File: config.mk
export PLATFORM = sky130hd
export DESIGN_NAME = ball_engine_flat
export DESIGN_NICKNAME = d
export VERILOG_FILES = /design/src/rtl/pong_pkg.sv /design/src/rtl/vga_pkg.sv /design/src/rtl/ball_engine_if.sv /design/src/rtl/ball_speed_ctrl.sv /design/src/rtl/ball_engine.sv /design/src/flat_wrapper.sv
export SDC_FILE = /design/constraint.sdc
export NUM_CORES = 1
export LEC_CHECK = 0
export CAP_MARGIN = 15
export CELL_PAD_IN_SITES_DETAIL_PLACEMENT = 0
export CELL_PAD_IN_SITES_GLOBAL_PLACEMENT = 1
export CORE_ASPECT_RATIO = 0.5
export CORE_UTILIZATION = 40
export CTS_BUF_LIST = sky130_fd_sc_hd__clkbuf_8
export DETAILED_ROUTE_END_ITERATION = 10
export PLACE_DENSITY = 0.79
export SYNTH_ARGS = -nofsm -noshare
export SYNTH_HDL_FRONTEND = slang
export SYNTH_SLANG_ARGS = --single-unit
File: constraint.sdc
create_clock -name clk -period 3.55 [get_ports clk]
set_input_delay 0.71 -clock clk [delete_from_list [all_inputs] [get_ports clk]]
set_output_delay 0.71 -clock clk [all_outputs]
set_load 0.01 [all_outputs]
File: src/rtl/pong_pkg.sv
// pong_pkg: shared game types and default playfield geometry.
// Latency: n/a (types and constants only).
// Backpressure: n/a.
package pong_pkg;

  typedef enum logic {
    SERVE = 1'b0,
    PLAY  = 1'b1
  } ball_state_t;

  localparam int X_PAD_L    = 30;
  localparam int X_PAD_R    = 979;
  localparam int PAD_HEIGHT = 145;
  localparam int BALL_SIZE  = 15;

endpackage

File: src/rtl/vga_pkg.sv
// vga_pkg: screen geometry shared by the video timing and game-logic blocks.
// Latency: n/a (constants only).
// Backpressure: n/a.
package vga_pkg;

  localparam int HOR_PIXELS = 1024;
  localparam int VER_PIXELS = 768;

endpackage

File: src/rtl/ball_engine_if.sv
// ball_engine_if: frame strobe, paddle inputs and ball/score outputs of the ball engine.
// Latency: n/a (wires only).
// Backpressure: none; strobes are fire-and-forget single-cycle pulses.
// Modports: master = game/paddle side (drives tick, enable, paddles), slave = ball engine.
interface ball_engine_if #(
  parameter int VEL_MAX = 6
);

  localparam int VEL_W = $clog2(VEL_MAX + 1);

  logic             timing_tick;
  logic             enable;
  logic [9:0]       y_pad_left;
  logic [9:0]       y_pad_right;
  logic [10:0]      x_ball;
  logic [9:0]       y_ball;
  logic [VEL_W-1:0] velocity;
  logic             serving;
  logic             hit;
  logic             miss_left;
  logic             miss_right;

  modport master (
    output timing_tick, enable, y_pad_left, y_pad_right,
    input  x_ball, y_ball, velocity, serving, hit, miss_left, miss_right
  );

  modport slave (
    input  timing_tick, enable, y_pad_left, y_pad_right,
    output x_ball, y_ball, velocity, serving, hit, miss_left, miss_right
  );

endinterface

File: src/rtl/ball_speed_ctrl.sv
// ball_speed_ctrl: paddle-hit counter and saturating ball velocity register.
// Latency: velocity updates on the edge that samples the hit/serve_reset strobe.
// Backpressure: none; strobes must already be qualified by the caller.
// Ports: clk, rst (sync, active high), hit (qualified paddle bounce),
//        serve_reset (qualified miss; restores VEL_INIT), velocity (current speed).
module ball_speed_ctrl #(
  parameter int VEL_INIT         = 2,
  parameter int VEL_MAX          = 6,
  parameter int HITS_PER_SPEEDUP = 4
) (
  input  logic                             clk,
  input  logic                             rst,
  input  logic                             hit,
  input  logic                             serve_reset,
  output logic [$clog2(VEL_MAX+1)-1:0]     velocity
);

  localparam int VEL_W = $clog2(VEL_MAX + 1);
  localparam int HC_W  = $clog2(HITS_PER_SPEEDUP + 1);

  logic [HC_W-1:0]  hcnt_q, hcnt_d;
  logic [VEL_W-1:0] vel_q, vel_d;

  always_comb begin
    hcnt_d = hcnt_q;
    vel_d  = vel_q;
    if (serve_reset) begin
      hcnt_d = '0;
      vel_d  = VEL_W'(VEL_INIT);
    end else if (hit) begin
      if (hcnt_q == HC_W'(HITS_PER_SPEEDUP - 1)) begin
        hcnt_d = '0;
        if (vel_q < VEL_W'(VEL_MAX)) begin
          vel_d = vel_q + VEL_W'(1);
        end
      end else begin
        hcnt_d = hcnt_q + HC_W'(1);
      end
    end
  end

  always_ff @(posedge clk) begin
    if (rst) begin
      hcnt_q <= '0;
      vel_q  <= VEL_W'(VEL_INIT);
    end else begin
      hcnt_q <= hcnt_d;
      vel_q  <= vel_d;
    end
  end

  assign velocity = vel_q;

endmodule

File: src/rtl/ball_engine.sv
// ball_engine: serve/play ball motion with wall and paddle bounces, miss detection, speed-up.
// Latency: one cycle; all outputs update on the edge sampling a qualifying tick.
// Backpressure: none; enable low freezes all state and ignores ticks.
// Ports: clk, rst (sync, active high), bus (ball_engine_if.slave: tick, enable,
//        paddle tops in; ball position, velocity, serving, hit/miss pulses out).
module ball_engine
  import pong_pkg::*;
#(
  parameter int HOR_PIXELS       = vga_pkg::HOR_PIXELS,
  parameter int VER_PIXELS       = vga_pkg::VER_PIXELS,
  parameter int BALL_SIZE        = pong_pkg::BALL_SIZE,
  parameter int X_PAD_L          = pong_pkg::X_PAD_L,
  parameter int X_PAD_R          = pong_pkg::X_PAD_R,
  parameter int PAD_HEIGHT       = pong_pkg::PAD_HEIGHT,
  parameter int WALL_MARGIN      = 5,
  parameter int MISS_MARGIN      = 8,
  parameter int VEL_INIT         = 2,
  parameter int VEL_MAX          = 6,
  parameter int HITS_PER_SPEEDUP = 4,
  parameter int SERVE_TICKS      = 60
) (
  input  logic          clk,
  input  logic          rst,
  ball_engine_if.slave  bus
);

  localparam int VEL_W = $clog2(VEL_MAX + 1);
  localparam int SC_W  = $clog2(SERVE_TICKS + 1);

  localparam logic [11:0] X_MAX12 = 12'(HOR_PIXELS - BALL_SIZE);
  localparam logic [11:0] Y_MAX12 = 12'(VER_PIXELS - BALL_SIZE);
  localparam logic [10:0] X_CTR   = 11'((HOR_PIXELS - BALL_SIZE) / 2);
  localparam logic [9:0]  Y_CTR   = 10'((VER_PIXELS - BALL_SIZE) / 2);
  localparam logic [11:0] BS12    = 12'(BALL_SIZE);
  localparam logic [11:0] PH12    = 12'(PAD_HEIGHT);

  ball_state_t       state_q, state_d;
  logic [SC_W-1:0]   scnt_q, scnt_d;
  logic              right_q, right_d;
  logic              down_q, down_d;
  logic [10:0]       x_q, x_d;
  logic [9:0]        y_q, y_d;
  logic              hit_q, hit_d;
  logic              ml_q, ml_d;
  logic              mr_q, mr_d;
  logic [VEL_W-1:0]  vel;

  logic        tick;
  logic [11:0] x12, y12, v12, pl12, pr12;
  logic [11:0] x_sum, y_sum;
  logic [10:0] x_cl;
  logic [9:0]  y_cl;
  logic        hit_r, hit_l, paddle_hit, miss_l, miss_r;

  assign tick = bus.timing_tick & bus.enable;
  assign x12  = 12'(x_q);
  assign y12  = 12'(y_q);
  assign v12  = 12'(vel);
  assign pl12 = 12'(bus.y_pad_left);
  assign pr12 = 12'(bus.y_pad_right);

  // Operands are far below 2048, so a subtraction that goes negative wraps
  // with bit 11 set; that is the clamp-to-zero case.
  assign x_sum = right_q ? (x12 + v12) : (x12 - v12);
  assign y_sum = down_q  ? (y12 + v12) : (y12 - v12);
  assign x_cl  = x_sum[11] ? '0 : ((x_sum > X_MAX12) ? X_MAX12[10:0] : x_sum[10:0]);
  assign y_cl  = y_sum[11] ? '0 : ((y_sum > Y_MAX12) ? Y_MAX12[9:0]  : y_sum[9:0]);

  assign hit_r = right_q && (x12 + BS12 >= 12'(X_PAD_R))
              && (y12 + BS12 >= pr12) && (y12 <= pr12 + PH12);
  assign hit_l = !right_q && (x12 <= 12'(X_PAD_L + BALL_SIZE))
              && (y12 + BS12 >= pl12) && (y12 <= pl12 + PH12);
  assign paddle_hit = hit_r | hit_l;

  // A paddle hit wins over a miss on the same tick.
  assign miss_l = !paddle_hit && !right_q && (x12 <= 12'(MISS_MARGIN));
  assign miss_r = !paddle_hit &&  right_q && (x12 >= X_MAX12 - 12'(MISS_MARGIN));

  always_comb begin
    state_d = state_q;
    scnt_d  = scnt_q;
    right_d = right_q;
    down_d  = down_q;
    x_d     = x_q;
    y_d     = y_q;
    hit_d   = 1'b0;
    ml_d    = 1'b0;
    mr_d    = 1'b0;
    case (state_q)
      SERVE: begin
        if (tick) begin
          if (scnt_q == SC_W'(SERVE_TICKS - 1)) begin
            scnt_d  = '0;
            state_d = PLAY;
          end else begin
            scnt_d = scnt_q + SC_W'(1);
          end
        end
      end
      PLAY: begin
        if (tick) begin
          if (miss_l || miss_r) begin
            state_d = SERVE;
            x_d     = X_CTR;
            y_d     = Y_CTR;
            right_d = miss_r;  // next serve heads toward the player who missed
            ml_d    = miss_l;
            mr_d    = miss_r;
          end else begin
            x_d = x_cl;
            y_d = y_cl;
            if (down_q && (y12 >= Y_MAX12 - 12'(WALL_MARGIN))) begin
              down_d = 1'b0;
            end else if (!down_q && (y12 <= 12'(WALL_MARGIN))) begin
              down_d = 1'b1;
            end
            if (hit_r) right_d = 1'b0;
            if (hit_l) right_d = 1'b1;
            hit_d = paddle_hit;
          end
        end
      end
      default: state_d = SERVE;
    endcase
  end

  always_ff @(posedge clk) begin
    if (rst) begin
      state_q <= SERVE;
      scnt_q  <= '0;
      right_q <= 1'b1;
      down_q  <= 1'b1;
      x_q     <= X_CTR;
      y_q     <= Y_CTR;
      hit_q   <= 1'b0;
      ml_q    <= 1'b0;
      mr_q    <= 1'b0;
    end else begin
      state_q <= state_d;
      scnt_q  <= scnt_d;
      right_q <= right_d;
      down_q  <= down_d;
      x_q     <= x_d;
      y_q     <= y_d;
      hit_q   <= hit_d;
      ml_q    <= ml_d;
      mr_q    <= mr_d;
    end
  end

  ball_speed_ctrl #(
    .VEL_INIT         (VEL_INIT),
    .VEL_MAX          (VEL_MAX),
    .HITS_PER_SPEEDUP (HITS_PER_SPEEDUP)
  ) u_speed (
    .clk         (clk),
    .rst         (rst),
    .hit         (tick && (state_q == PLAY) && paddle_hit),
    .serve_reset (tick && (state_q == PLAY) && (miss_l || miss_r)),
    .velocity    (vel)
  );

  assign bus.x_ball     = x_q;
  assign bus.y_ball     = y_q;
  assign bus.velocity   = vel;
  assign bus.serving    = (state_q == SERVE);
  assign bus.hit        = hit_q;
  assign bus.miss_left  = ml_q;
  assign bus.miss_right = mr_q;

endmodule

File: src/flat_wrapper.sv
// flat-port wrapper written by rule: the top's interface ports become plain ports
module ball_engine_flat import pong_pkg::*;
#(
  parameter int HOR_PIXELS       = vga_pkg::HOR_PIXELS,
  parameter int VER_PIXELS       = vga_pkg::VER_PIXELS,
  parameter int BALL_SIZE        = pong_pkg::BALL_SIZE,
  parameter int X_PAD_L          = pong_pkg::X_PAD_L,
  parameter int X_PAD_R          = pong_pkg::X_PAD_R,
  parameter int PAD_HEIGHT       = pong_pkg::PAD_HEIGHT,
  parameter int WALL_MARGIN      = 5,
  parameter int MISS_MARGIN      = 8,
  parameter int VEL_INIT         = 2,
  parameter int VEL_MAX          = 6,
  parameter int HITS_PER_SPEEDUP = 4,
  parameter int SERVE_TICKS      = 60
)
  (clk, rst, bus_timing_tick, bus_enable, bus_y_pad_left, bus_y_pad_right, bus_x_ball, bus_y_ball, bus_velocity, bus_serving, bus_hit, bus_miss_left, bus_miss_right);
  ball_engine_if #(.VEL_MAX(VEL_MAX)) bus_i ();
  input  logic clk;
  input  logic rst;
  input wire logic [$bits(bus_i.timing_tick)-1:0] bus_timing_tick;
  input wire logic [$bits(bus_i.enable)-1:0] bus_enable;
  input wire logic [$bits(bus_i.y_pad_left)-1:0] bus_y_pad_left;
  input wire logic [$bits(bus_i.y_pad_right)-1:0] bus_y_pad_right;
  output wire logic [$bits(bus_i.x_ball)-1:0] bus_x_ball;
  output wire logic [$bits(bus_i.y_ball)-1:0] bus_y_ball;
  output wire logic [$bits(bus_i.velocity)-1:0] bus_velocity;
  output wire logic [$bits(bus_i.serving)-1:0] bus_serving;
  output wire logic [$bits(bus_i.hit)-1:0] bus_hit;
  output wire logic [$bits(bus_i.miss_left)-1:0] bus_miss_left;
  output wire logic [$bits(bus_i.miss_right)-1:0] bus_miss_right;
  assign bus_i.timing_tick = bus_timing_tick;
  assign bus_i.enable = bus_enable;
  assign bus_i.y_pad_left = bus_y_pad_left;
  assign bus_i.y_pad_right = bus_y_pad_right;
  assign bus_x_ball = bus_i.x_ball;
  assign bus_y_ball = bus_i.y_ball;
  assign bus_velocity = bus_i.velocity;
  assign bus_serving = bus_i.serving;
  assign bus_hit = bus_i.hit;
  assign bus_miss_left = bus_i.miss_left;
  assign bus_miss_right = bus_i.miss_right;
  ball_engine #(.HOR_PIXELS(HOR_PIXELS), .VER_PIXELS(VER_PIXELS), .BALL_SIZE(BALL_SIZE), .X_PAD_L(X_PAD_L), .X_PAD_R(X_PAD_R), .PAD_HEIGHT(PAD_HEIGHT), .WALL_MARGIN(WALL_MARGIN), .MISS_MARGIN(MISS_MARGIN), .VEL_INIT(VEL_INIT), .VEL_MAX(VEL_MAX), .HITS_PER_SPEEDUP(HITS_PER_SPEEDUP), .SERVE_TICKS(SERVE_TICKS)) u_core (.clk(clk), .rst(rst), .bus(bus_i));
endmodule
==> results by group <==
Outcome
  – Status: finished clean

STA
  – Rel. slew slack: 51.8%
  – Final setup fails: 0
  – Clk_skew: 8.71 ps
  – Final WS setup: 120 ps
  – Slew @ Worst Pin: 717 ps
  – Final slew viol count: 0
  – RSZ-0062 raised after global routing: yes
  – Final Hold Viols: 0
  – Final period utilization: 96.6%
  – Fmax achieved: 292 MHz
  – Period minus WS final: 3430 ps
  – Hold Slack: 469 ps

Clock tree
  – CTS root buf: clkbuf_8
  – CTS tree: built
  – Clock latency at the later pin of the worst-skew pair: 300 ps
  – CTS buffer count: 5
  – Clk sinks: 39
  – Htree depth: 2
  – # hold bufs at CTS: 0
  – CTS max path bufs: 2
  – Worst-path clk slew: 80 ps

Synthesis
  – EDFF count, synth: 0
  – Ys Warns: 0
  – Number of distinct library cells after synthesis: 77
  – Syn_nets: 651
  – Ranking of synthesized cells by area: ha_1, dfxtp_1, xnor2_1
  – Dominant cell type by area after synthesis: ha_1
  – Synthesized area per cell: 8.03 µm²
  – Asr flop ratio synth: 0%
  – Cells after synthesis: 558
  – Post-Synthesis Cell Area: 4480 µm²
  – Ys flop type: dfxtp_1
  – Synth top area share: 18.4%
  – Sequential share of the synthesized area: 17.4%
  – Number of synthesized register bits: 39

Power
  – Leakage: 2.72 nW
  – Max rail drop VDD: 0.153 mV
  – Pwr dens: 187 nW/µm²

Final layout
  – Area Overhead vs Synth: 34.5%
  – Final Non-Filler Cells: 825
  – Layout cell share with drive strength beyond 1: 19.7%
  – Fin area: 6020 µm²
  – Multi-input gate area: 3570 µm²
  – Register area: 781 µm²
  – Fillers: 985
  – Fin nets: 777
  – Commonest non-fill, non-tap cells in the layout: buf_4, ha_1, inv_1
  – Antenna Diode Count: 0
  – Commonest non-fill, non-tap cell in the layout: buf_4

Setup path
  – CP max FO: 10
  – Critical path capture point type: flip-flop
  – R2R Setup Slk: 140 ps
  – WS Path Type: in2reg
  – CP Launch Type: input pin
  – Crit path arrival time: 3620 ps
  – Reg2Reg Depth: 12
  – Worst path required time: 3740 ps

Die
  – Std-Cell Rows: 26
  – Initial core utilization: 42.5%
  – Core Area: 10,500 µm²
  – Die Width: 152 µm
  – Number of I/O pins: 52
  – Die area: 11,600 µm²
  – Die Y: 76.8 µm

Routing
  – Post-Route WL: 13.7 mm
  – DR DRC count: 0
  – Initial DRT Pass Iterations: 4
  – 1st-iter DRT viols: 201
  – Routed length per instance: 16.6 µm
  – DR vias/cell: 5.62
  – Via count: 4,639
  – Post-route ant nets: 0

Placed design
  – I/O Buffers: 51
  – Pre-CTS WS: -586 ps
  – Dpl cells: 814
  – GP Congestion: 0.914
  – Dpl cell area: 5720 µm²
  – DP HPWL: 10.9 mm

Global route
  – GRT Residual Overflow: 0
  – Met2 GRT Util: 40.1%
  – GR Util met1: 31.8%
  – Initial antenna violation count: 0
  – Vias in the first global route: 4,543
  – GR peak layer: met2
  – GR Util met3: 3.15%
  – Largest net degree at the start of global routing: 14
  – First-pass GRT wire length: 22.0 mm
  – Tot GR Track Use: 23.8%

Min path
  – Hold path cells: 2
  – Min-Delay Path Class: reg2reg

Run
  – Max cap viols: 0
power breakdown:
group	switching (mW)	internal [mW]	leakage [nW]
clock	0.177	0.281	0.0644
combinational	0.107	0.120	2.34
sequential	0.00143	0.438	0.315
cells by family (layout without fill, tap and decap cells):
family	after synthesis	after routing	share of synthesized area, %
fa+ha+maj	69	69	19.8
mux	7	7	1.62
simple gates	190	190	22.5
xor+xnor	36	36	7.38
compound gates	152	152	25.5
buf+inv	65	192	5.81
flops	39	39	17.4
path summary, 6_finish.rpt:
path | endpoint | from
hold / removal | u_core.u_speed.hcnt_q[2] | u_core.u_speed.hcnt_q[2]
setup reg to reg | u_core.bus.x_ball[1] | u_core.u_speed.velocity[1]
setup / recovery | u_core.right_q | bus_y_pad_right[3]
hold reg to reg | u_core.u_speed.hcnt_q[2] | u_core.u_speed.hcnt_q[2]
registers in the layout, indices dropped and copies added, names as in the netlist:
| register | cells |
|---|---|
| u_core.state_q | 1 |
| u_core.u_speed.hcnt_q | 3 |
| u_core.down_q | 1 |
| u_core.bus.miss_left | 1 |
| u_core.u_speed.velocity | 3 |
| u_core.scnt_q | 6 |
| u_core.bus.miss_right | 1 |
| u_core.right_q | 1 |
| u_core.bus.x_ball | 11 |
| u_core.bus.hit | 1 |
| u_core.bus.y_ball | 10 |
cell usage after synthesis (all sizes together), types with 3 or more instances:
master,number
mux2i,5
a21o,13
fa,3
or4,3
and2,7
a211oi,8
nor2b,10
a211o,7
o211ai,15
a311oi,4
nand3b,3
ha,66
nand2,43
nor2,37
nand2b,5
dfxtp,39
xnor2,28
nor3b,3
clkbuf,10
or3,5
o2111ai,8
and4,5
nor3,11
a21oi,22
nor4,4
nand3,25
a31oi,8
inv,46
and3,14
o21ai,21
o311ai,3
o21a,8
o22ai,3
o31ai,7
buf,9
xor2,8
nand4,10
stage by stage:
step                      total power, mW  util (%)  TNS [ps]
after global routing                 1.18      57.1     -20.4
after detailed placement            0.660      54.3    -14490
after floorplan                     0.554         -         0
after global placement              0.657      54.3    -12380
final                                1.12      57.1         0
after CTS                            1.12      56.3         0
worst max-delay path, stage by stage:
cell             delay (ps)
clkdlybuf4s50_1         500
a41oi_2                 140
buf_4                   170
xnor2_2                 130
ha_1                    290
a211o_1                 260
o211ai_1                 90
a21oi_1                  90
o31ai_1                 240
buf_4                   180
and2_1                  170
buf_12                  140
buf_4                   140
nand2_1                  60
a211o_1                 310
final cells by class:
cell class,instances,area share (%)
tap,140,2.91
clock inverter,3,1.12
inverter,46,2.87
clock buffer,5,1.14
multi-input combinational,454,59.3
sequential,39,13.0
timing repair buffer,138,19.7
per-layer routing:
metal,up-vias,share of wire [%]
met2,128,45
met5,-,0
met4,0,1.3
met1,2159,48
li1,2331,-
met3,21,5.1
what timing repair did:
item                       CTS  global route
setup buffers                3             0
pin swaps                    9            13
setup endpoints to repair   30            29
gates resized for setup     20            20
No activity file was read; power rests on OpenSTA's default activity.
